==> config.mk <==
export PLATFORM = sky130hd
export DESIGN_NAME = pds_port_seq
export DESIGN_NICKNAME = d
export VERILOG_FILES = /design/src/rtl/pds_pkg.sv /design/src/rtl/pds_port_fsm.sv /design/src/rtl/pds_port_seq.sv
export SDC_FILE = /design/constraint.sdc
export NUM_CORES = 1
export LEC_CHECK = 0
export CAP_MARGIN = 20
export CORE_MARGIN = 3
export CORE_UTILIZATION = 55
export CTS_CLUSTER_SIZE = 8
export DETAILED_ROUTE_END_ITERATION = 8
export PLACE_DENSITY = 0.76
export SLEW_MARGIN = 20
export SYNTH_ARGS = -nofsm -noshare
export SYNTH_HDL_FRONTEND = slang
export SYNTH_HIERARCHICAL = 1
export SYNTH_SLANG_ARGS = --single-unit
export TNS_END_PERCENT = 50
==> constraint.sdc <==
create_clock -name clk -period 6.3 [get_ports clk]
set_clock_uncertainty 0.15 [all_clocks]
set_input_delay 1.26 -clock clk [delete_from_list [all_inputs] [get_ports clk]]
set_output_delay 1.26 -clock clk [all_outputs]
set_load 0.1 [all_outputs]
==> src/rtl/pds_pkg.sv <==
// Shared types and default timing constants for the PDS per-port power sequencer.
package pds_pkg;

  typedef enum logic [1:0] {
    IDLE   = 2'd0,
    INRUSH = 2'd1,
    ON     = 2'd2,
    FAULT  = 2'd3
  } port_state_e;

  localparam int DEF_INRUSH_CYC   = 16;
  localparam int DEF_OC_FILT      = 4;
  localparam int DEF_COOLDOWN_CYC = 64;
  localparam int DEF_FAULT_LIMIT  = 2;

  // Width of a counter that must be able to hold max_val.
  function automatic int cnt_width(input int max_val);
    return $clog2(max_val + 1);
  endfunction

endpackage

==> src/rtl/pds_port_fsm.sv <==
// One port's power sequencer: IDLE -> INRUSH -> ON, with FAULT on timeout, OC or pgood loss.
module pds_port_fsm
  import pds_pkg::*;
#(
  parameter int INRUSH_CYC   = DEF_INRUSH_CYC,
  parameter int OC_FILT      = DEF_OC_FILT,
  parameter int COOLDOWN_CYC = DEF_COOLDOWN_CYC
) (
  input  logic clk,
  input  logic rst_n,
  input  logic on,
  input  logic oc,
  input  logic pgood,
  input  logic clr_fault,
  output logic gate_en,
  output logic pwr_good,
  output logic off,
  output logic fault,
  output logic next_fault
);

  localparam int RW = cnt_width(INRUSH_CYC);
  localparam int OW = cnt_width(OC_FILT);
  localparam int CW = cnt_width(COOLDOWN_CYC);

  localparam logic [RW-1:0] RAMP_END = RW'(INRUSH_CYC - 1);
  localparam logic [OW-1:0] OC_END   = OW'(OC_FILT);
  localparam logic [CW-1:0] COOL_END = CW'(COOLDOWN_CYC - 1);

  port_state_e     state_reg, state_next;
  logic [RW-1:0]   ramp_reg, ramp_next;
  logic [OW-1:0]   oc_reg, oc_next;
  logic [CW-1:0]   cool_reg, cool_next;

  always_comb begin
    state_next = state_reg;
    ramp_next  = '0;
    oc_next    = '0;
    cool_next  = '0;
    unique case (state_reg)
      IDLE: begin
        if (on) state_next = INRUSH;
      end
      INRUSH: begin
        if (ramp_reg == RAMP_END) begin
          // Timeout outranks a simultaneous grant drop.
          ramp_next = ramp_reg;
          if (!pgood)   state_next = FAULT;
          else if (!on) state_next = IDLE;
          else          state_next = ON;
        end else begin
          ramp_next = ramp_reg + RW'(1);
          if (!on) state_next = IDLE;
        end
      end
      ON: begin
        if (oc) oc_next = (oc_reg == OC_END) ? oc_reg : oc_reg + OW'(1);
        if ((oc && oc_next == OC_END) || !pgood) state_next = FAULT;
        else if (!on)                            state_next = IDLE;
      end
      FAULT: begin
        cool_next = (cool_reg == COOL_END) ? cool_reg : cool_reg + CW'(1);
        if (clr_fault || cool_reg == COOL_END) state_next = IDLE;
      end
      default: state_next = IDLE;
    endcase
  end

  assign next_fault = (state_next == FAULT);

  // Outputs are decoded from the next state so they register with it.
  always_ff @(posedge clk or negedge rst_n) begin
    if (!rst_n) begin
      state_reg <= IDLE;
      ramp_reg  <= '0;
      oc_reg    <= '0;
      cool_reg  <= '0;
      gate_en   <= 1'b0;
      pwr_good  <= 1'b0;
      off       <= 1'b0;
      fault     <= 1'b0;
    end else begin
      state_reg <= state_next;
      ramp_reg  <= ramp_next;
      oc_reg    <= oc_next;
      cool_reg  <= cool_next;
      gate_en   <= (state_next == INRUSH) || (state_next == ON);
      pwr_good  <= (state_next == ON);
      off       <= (state_next == FAULT);
      fault     <= (state_next == FAULT);
    end
  end

endmodule

==> src/rtl/pds_port_seq.sv <==
// Array of per-port sequencers plus the global ports_off request driven by fault population.
module pds_port_seq
  import pds_pkg::*;
#(
  parameter int numPorts     = 4,
  parameter int INRUSH_CYC   = DEF_INRUSH_CYC,
  parameter int OC_FILT      = DEF_OC_FILT,
  parameter int COOLDOWN_CYC = DEF_COOLDOWN_CYC,
  parameter int FAULT_LIMIT  = DEF_FAULT_LIMIT
) (
  input  logic                clk,
  input  logic                rst_n,
  input  logic [numPorts-1:0] on,
  input  logic [numPorts-1:0] oc,
  input  logic [numPorts-1:0] pgood,
  input  logic                clr_fault,
  output logic [numPorts-1:0] gate_en,
  output logic [numPorts-1:0] pwr_good,
  output logic [numPorts-1:0] off,
  output logic [numPorts-1:0] fault,
  output logic                ports_off
);

  localparam int FW = cnt_width(numPorts);

  logic [numPorts-1:0] next_fault;
  logic [FW-1:0]       fault_cnt;

  for (genvar gi = 0; gi < numPorts; gi++) begin : g_port
    pds_port_fsm #(
      .INRUSH_CYC   (INRUSH_CYC),
      .OC_FILT      (OC_FILT),
      .COOLDOWN_CYC (COOLDOWN_CYC)
    ) u_fsm (
      .clk        (clk),
      .rst_n      (rst_n),
      .on         (on[gi]),
      .oc         (oc[gi]),
      .pgood      (pgood[gi]),
      .clr_fault  (clr_fault),
      .gate_en    (gate_en[gi]),
      .pwr_good   (pwr_good[gi]),
      .off        (off[gi]),
      .fault      (fault[gi]),
      .next_fault (next_fault[gi])
    );
  end

  // Counting next-state faults lets ports_off rise together with fault.
  always_comb begin
    fault_cnt = '0;
    for (int i = 0; i < numPorts; i++) fault_cnt = fault_cnt + FW'(next_fault[i]);
  end

  always_ff @(posedge clk or negedge rst_n) begin
    if (!rst_n) ports_off <= 1'b0;
    else        ports_off <= (fault_cnt >= FW'(FAULT_LIMIT));
  end

endmodule

==> impl_metrics.yaml <==
drt:
  drt-initial-drc-count: 140
  wirelength_mm: 7.579
  routedWlPerCell_um: 13.16
  route.detailed.drc: 0
  drtAntennaViolNets: 0
  via_per_inst: 5.514
  dr.pass1.iters: 4
  vias: 3176
setup_path:
  worstPathRequired_ps: 6390
  path_max_fanout: 4
  crit_arrival_ps: 3500
  crit_type: "primary input to flop"
  cp-start-kind: "primary input"
  cp-end-kind: "flop"
synthesis:
  synth_nets: 491
  yosys.area.top_type_share_pct: 47.61
  synth.area.top_cells: "dfrtp_1 48%, ha_1 8.2%, nor2_1 7.4%, xor2_1 4.1%, inv_1 2.5%"
  synth-edff-count: 0
  ys_types: 29
  async_reset_ff_share_pct: 100.0
  ys.flop_type: "dfrtp_1"
  synth-seq-area-share_pct: 47.61
  syn_avg_cell_area_um2: 9.525
  yosysTopAreaCell: "dfrtp_1"
  yosysWarnings: 6
  synthCells: 447
  ys_ff_latch: 81
  syn-cell-area_um2: 4258
outcome:
  outcome: "finished clean"
floorplanning:
  initial_core_util_pct: 57.78
  row_count: 31
  die_area_um2: 8833
  io_pins: 32
  die_x_um: 93.99
  die_h_um: 93.99
  coreArea_um2: 7370
clock_tree:
  cts_tree: "built"
  cts.reportedPaths.clkPinSlew_ps: 70
  h-tree-depth: 3
  clock-sinks: 81
  numCtsBuffers: 9
  clock_latency_ps: 340
  post_cts_buffers: 0
  cts_root_buf: "clkbuf_8"
  postCtsResizedCells: 0
  clock_path_buffers: 2
  hold_buffers: 0
finish:
  diodes: 0
  finalNonFillerCells: 576
  final_common_cell: "nor2_1"
  layout_common_cells: "84 x nor2_1, 81 x dfrtp_1, 30 x clkdlybuf4s50_1"
  fin_area_um2: 4866
  largest_register_ffs: 28
  num-nets-final: 518
  drive_above_1_share_pct: 5.031
  syn_to_final_growth_pct: 14.28
global_route:
  groute.usage.overall_pct: 19.47
  grt_max_degree: 82
  overflow: 0
  grt_pass1_vias: 3217
  grt_antenna_before_repair: 0
  grt_pass1_wl_mm: 13.82
timing:
  setup_tns_ps: 0
  setup_violations: 0
  fin_crit_ps: 3409
  worst_pin_slew_ps: 980.7
  fin_crit_sh_pct: 54.11
  fmax_mhz: 293.3
  slew_headroom_pct: 34.41
  drv_slew: 0
  hold_viol: 0
  rsz0062_at_grt: "false"
placement:
  dp.cells: 561
  hpwl_mm: 5.281
  dpl_cell_area_um2: 4614
  gp_congestion: 0.7834
  port_buffers: 31
pwr:
  peakVddDrop_mv: 0.2552
  p_leak_nw: 2.196
  pwr_density_cell_nw_per_um2: 422.4
job:
  maxCapViolCount: 0
min_path:
  min_path_type: "flop to flop"
[final timing paths]
check	from	end	slack (ps)	depth (start not counted)
max	clr_fault	ports_off	2890	9
min	g_port[3].u_fsm/cool_reg[5]	g_port[3].u_fsm/cool_reg[6]	360	1
max reg2reg	g_port[1].u_fsm/oc_reg[0]	ports_off	3240	10
min reg2reg	g_port[3].u_fsm/cool_reg[5]	g_port[3].u_fsm/cool_reg[6]	360	1
max in group asynchronous	rst_n	g_port[2].u_fsm/oc_reg[0]	4690	2
min in group asynchronous	rst_n	g_port[3].u_fsm/ramp_reg[2]	720	1
[cell type report]
type | instances | area (µm²)
clock buffers | 11 | 141.4
repair buffers | 32 | 327.8
inverters | 28 | 105.1
clock inverters | 3 | 90.09
multi-input cells | 322 | 2051
flip-flops and latches | 81 | 2027
fillers | 597 | 2504
well taps | 99 | 123.9
[report_power, final]
group	switching, W	internal [W]
registers	0.000121	0.000628
clock network	0.000176	0.000270
logic	0.000587	0.000275
total	0.000883	0.00117
[synth_stat cells (8+ instances only)]
library cell,count
a21oi_1,20
a31oi_1,8
and3_1,16
clkbuf_1,12
dfrtp_1,81
ha_1,28
inv_1,28
nand2_1,20
nand2b_1,16
nand3_1,12
nand3b_1,8
nor2_1,84
nor2b_1,12
nor3_1,12
o21ai_0,20
o2bb2ai_1,8
xor2_1,20
[layer usage]
layer  vias to the layer above  routed length [µm]  track usage [%]  part of all wire (%)
met3                        11                 233            4.006                   3.1
met5                         -                   0                0                     0
met2                        48                3659            32.76                    48
met4                         0                 128            7.581                   1.7
met1                      1552                3557            24.59                    47
li1                       1565                   -                -                     -
[kinds of logic after synthesis]
| family | synth area share [%] |
|---|---|
| adders and majority gates | 8.698 |
| and+or+nand+nor | 22.10 |
| muxes | 0.9404 |
| AOI/OAI and AO/OA | 11.49 |
| xor gates and xnor gates | 4.937 |
| buffers and inverters | 4.231 |
| DFF | 47.60 |
[per-stage QoR]
| stage | power (W) | hold slack [ps] | setup WS [ps] | utilization (%) |
|---|---|---|---|---|
| floorplan | 0.001415 | 324.7 | 3296 | - |
| global placement | 0.001593 | 337.3 | 2607 | 62.61 |
| detailed placement | 0.001620 | 347.7 | 2533 | 62.61 |
| CTS | 0.002074 | 359.7 | 2910 | 65.76 |
| global route | 0.002195 | 399.1 | 2781 | 66.03 |
| finish | 0.002055 | 356.2 | 2891 | 66.03 |
[critical path: stages]
cell             delay (ps)
clkdlybuf4s50_1         540
nor2b_1                 150
o21ai_0                 120
o2bb2ai_1               200
a211oi_1                310
ha_1                    240
inv_1                    70
fa_1                    550
o21ai_2                  50
Note: power is estimated with default switching activity, not from simulation.
==> RTL change, RTL diff (config.mk and constraints unchanged) <==
Remove the register `ports_off`: a continuous assignment takes its place, so the output `ports_off` follows one clock earlier.
--- a/src/rtl/pds_port_seq.sv
+++ b/src/rtl/pds_port_seq.sv
@@ -52,10 +52,7 @@
     for (int i = 0; i < numPorts; i++) fault_cnt = fault_cnt + FW'(next_fault[i]);
   end
 
-  always_ff @(posedge clk or negedge rst_n) begin
-    if (!rst_n) ports_off <= 1'b0;
-    else        ports_off <= (fault_cnt >= FW'(FAULT_LIMIT));
-  end
+  assign ports_off = (fault_cnt >= FW'(FAULT_LIMIT));
 
 endmodule
 
Function: no difference found for any inputs over 10 cycles, from zero or initial values and one cycle with rst_n low; that may be too few to reach the edited logic, so the function may still have changed.
==> RTL change against the unedited design <==
Synthesized area decreased by 0.59%; critical endpoint is now ports_off; register-to-register slack gained 580 ps; total power is 0.91% lower; non-clock buffer count shrank 1; setup slack worse by 1800 ps; sequential cell count fell by 1; routed wire length about the same; final area is 1.5% lower; combinational power is 5.2% higher.
==> RTL change: results <==
# TYPE chip_impl_metric gauge
chip_impl_metric{name="route.vias.total",unit=""} 3110
chip_impl_metric{name="share_of_final_layout_standard_cells_stronger_than_drive_strength_1",unit="%"} 5.25
chip_impl_metric{name="placed_cell_area",unit="um2"} 4590
chip_impl_metric{name="gp_congestion",unit=""} 0.800
chip_impl_metric{name="max-clock-path-buffers",unit=""} 2
chip_impl_metric{name="worstPathArrival",unit="ps"} 3770
chip_impl_info{name="outcome",value="complete, no violations"} 1
chip_impl_metric{name="num-fill-cells",unit=""} 599
chip_impl_metric{name="grt_first_pass_wirelength",unit="mm"} 12.8
chip_impl_metric{name="via_count_of_the_first_global_routing_pass",unit=""} 2927
chip_impl_metric{name="synth_sequential_area_ratio",unit="%"} 47.3
chip_impl_metric{name="static-leakage-power",unit="nW"} 2.16
chip_impl_metric{name="switching_share",unit="%"} 45.5
chip_impl_metric{name="register_area",unit="um2"} 2000
chip_impl_metric{name="dr.first_iter.drc_count",unit=""} 143
chip_impl_metric{name="multi_input_logic_area",unit="um2"} 2050
chip_impl_metric{name="layout_multi_input_combinational_cell_count",unit=""} 322
chip_impl_metric{name="number_of_nets_in_the_layout",unit=""} 516
chip_impl_metric{name="cts-htree-levels",unit=""} 3
chip_impl_metric{name="post-dp-hpwl",unit="mm"} 5.28
chip_impl_metric{name="routedWlPerCell",unit="um"} 13.2
chip_impl_metric{name="worst-r2r-setup-slack",unit="ps"} 3820
chip_impl_metric{name="global_route.usage.total",unit="%"} 18.5
chip_impl_info{name="synth.area.top_cells",value="sky130_fd_sc_hd__dfrtp_1 (47%), sky130_fd_sc_hd__ha_1 (8.3%), sky130_fd_sc_hd__nor2_1 (7.4%)"} 1
chip_impl_metric{name="timing.slew.headroom",unit="%"} 34.9
chip_impl_metric{name="grt_max_degree",unit=""} 81
chip_impl_info{name="synthTopCellsByCount",value="sky130_fd_sc_hd__nor2_1 (84), sky130_fd_sc_hd__dfrtp_1 (80), sky130_fd_sc_hd__ha_1 (28), sky130_fd_sc_hd__inv_1 (28)"} 1
chip_impl_metric{name="buffer_count_excluding_the_clock_tree_in_the_final_layout",unit=""} 31
chip_impl_metric{name="syn-num-nets",unit=""} 490
chip_impl_metric{name="ir_worst_vdd",unit="V"} 0.000339
chip_impl_metric{name="synth.distinct_cells",unit=""} 29
chip_impl_metric{name="dieWidth",unit="um"} 93.7
chip_impl_metric{name="ys_ff_latch",unit=""} 80
chip_impl_metric{name="layout_buffering_overhead_excluding_clock_cells",unit="%"} 6.37
chip_impl_metric{name="clock_tree_area_fraction",unit="%"} 4.31
RTL change: changes by cell type in the layout (fill, tap and decap cells not counted), sizes merged:
cell / change
dfrtp: -1
clkdlybuf4s50: -1
clkinvlp: +1
clkbuf: +2
bufinv: -2
RTL change: final timing paths:
check | end | cells past startpoint | from
setup reg to reg | g_port[3].u_fsm/gate_en | 8 | g_port[3].u_fsm/oc_reg[0]
max in group asynchronous | g_port[1].u_fsm/cool_reg[1] | 1 | rst_n
setup / recovery | ports_off | 10 | clr_fault
hold / removal | g_port[3].u_fsm/cool_reg[6] | 1 | g_port[3].u_fsm/cool_reg[5]
hold reg to reg | g_port[3].u_fsm/cool_reg[6] | 1 | g_port[3].u_fsm/cool_reg[5]
min in group asynchronous | g_port[3].u_fsm/oc_reg[2] | 1 | rst_n
RTL change: worst max-delay path: stages:
cell	delay, ps
sky130_fd_sc_hd__clkdlybuf4s50_1	540
sky130_fd_sc_hd__nor2b_1	150
sky130_fd_sc_hd__o21ai_0	130
sky130_fd_sc_hd__o2bb2ai_1	190
sky130_fd_sc_hd__a211oi_1	300
sky130_fd_sc_hd__ha_1	230
sky130_fd_sc_hd__inv_1	60
sky130_fd_sc_hd__fa_1	470
sky130_fd_sc_hd__o21ai_2	120
sky130_fd_sc_hd__buf_4	300
RTL change: power by group through the flow:
stage               clock network [W]  logic [W]  registers (W)
floorplan                           0   0.000550       0.000898
global placement                    0   0.000896       0.000746
detailed placement                  0   0.000913       0.000747
CTS                          0.000402   0.000918       0.000740
global route                 0.000425   0.000992       0.000757
finish                       0.000390   0.000906       0.000740
RTL change: layer usage:
| metal | up-vias | wire length, um | track usage [%] |
|---|---|---|---|
| met4 | 0 | 124 | 7.82 |
| met5 | - | 0 | 0 |
| met1 | 1495 | 3530 | 23.5 |
| met3 | 11 | 275 | 4.57 |
| li1 | 1560 | - | - |
| met2 | 44 | 3650 | 30.1 |
RTL change: through the flow:
step	std cells	power [W]	hold slack (ps)	utilization [%]	setup WS, ps
6_report	575	0.00204	354	65.0	1120
5_1_grt	575	0.00217	381	65.0	922
2_1_floorplan	446	0.00145	325	-	1430
3_3_place_gp	560	0.00164	337	62.2	1180
4_1_cts	575	0.00206	359	65.0	1090
3_5_place_dp	560	0.00166	346	62.2	1140
RTL change: logic make-up after synthesis:
logic type               after synthesis  share of synthesized area [%]
flip-flops                            80                           47.3
XOR/XNOR                              24                           4.97
buffers and inverters                 44                           4.26
multiplexers                           4                          0.946
AND/OR/NAND/NOR                      192                           22.2
AO/OA/AOI/OAI                         73                           11.6
adder cells (fa/ha/maj)               29                           8.75
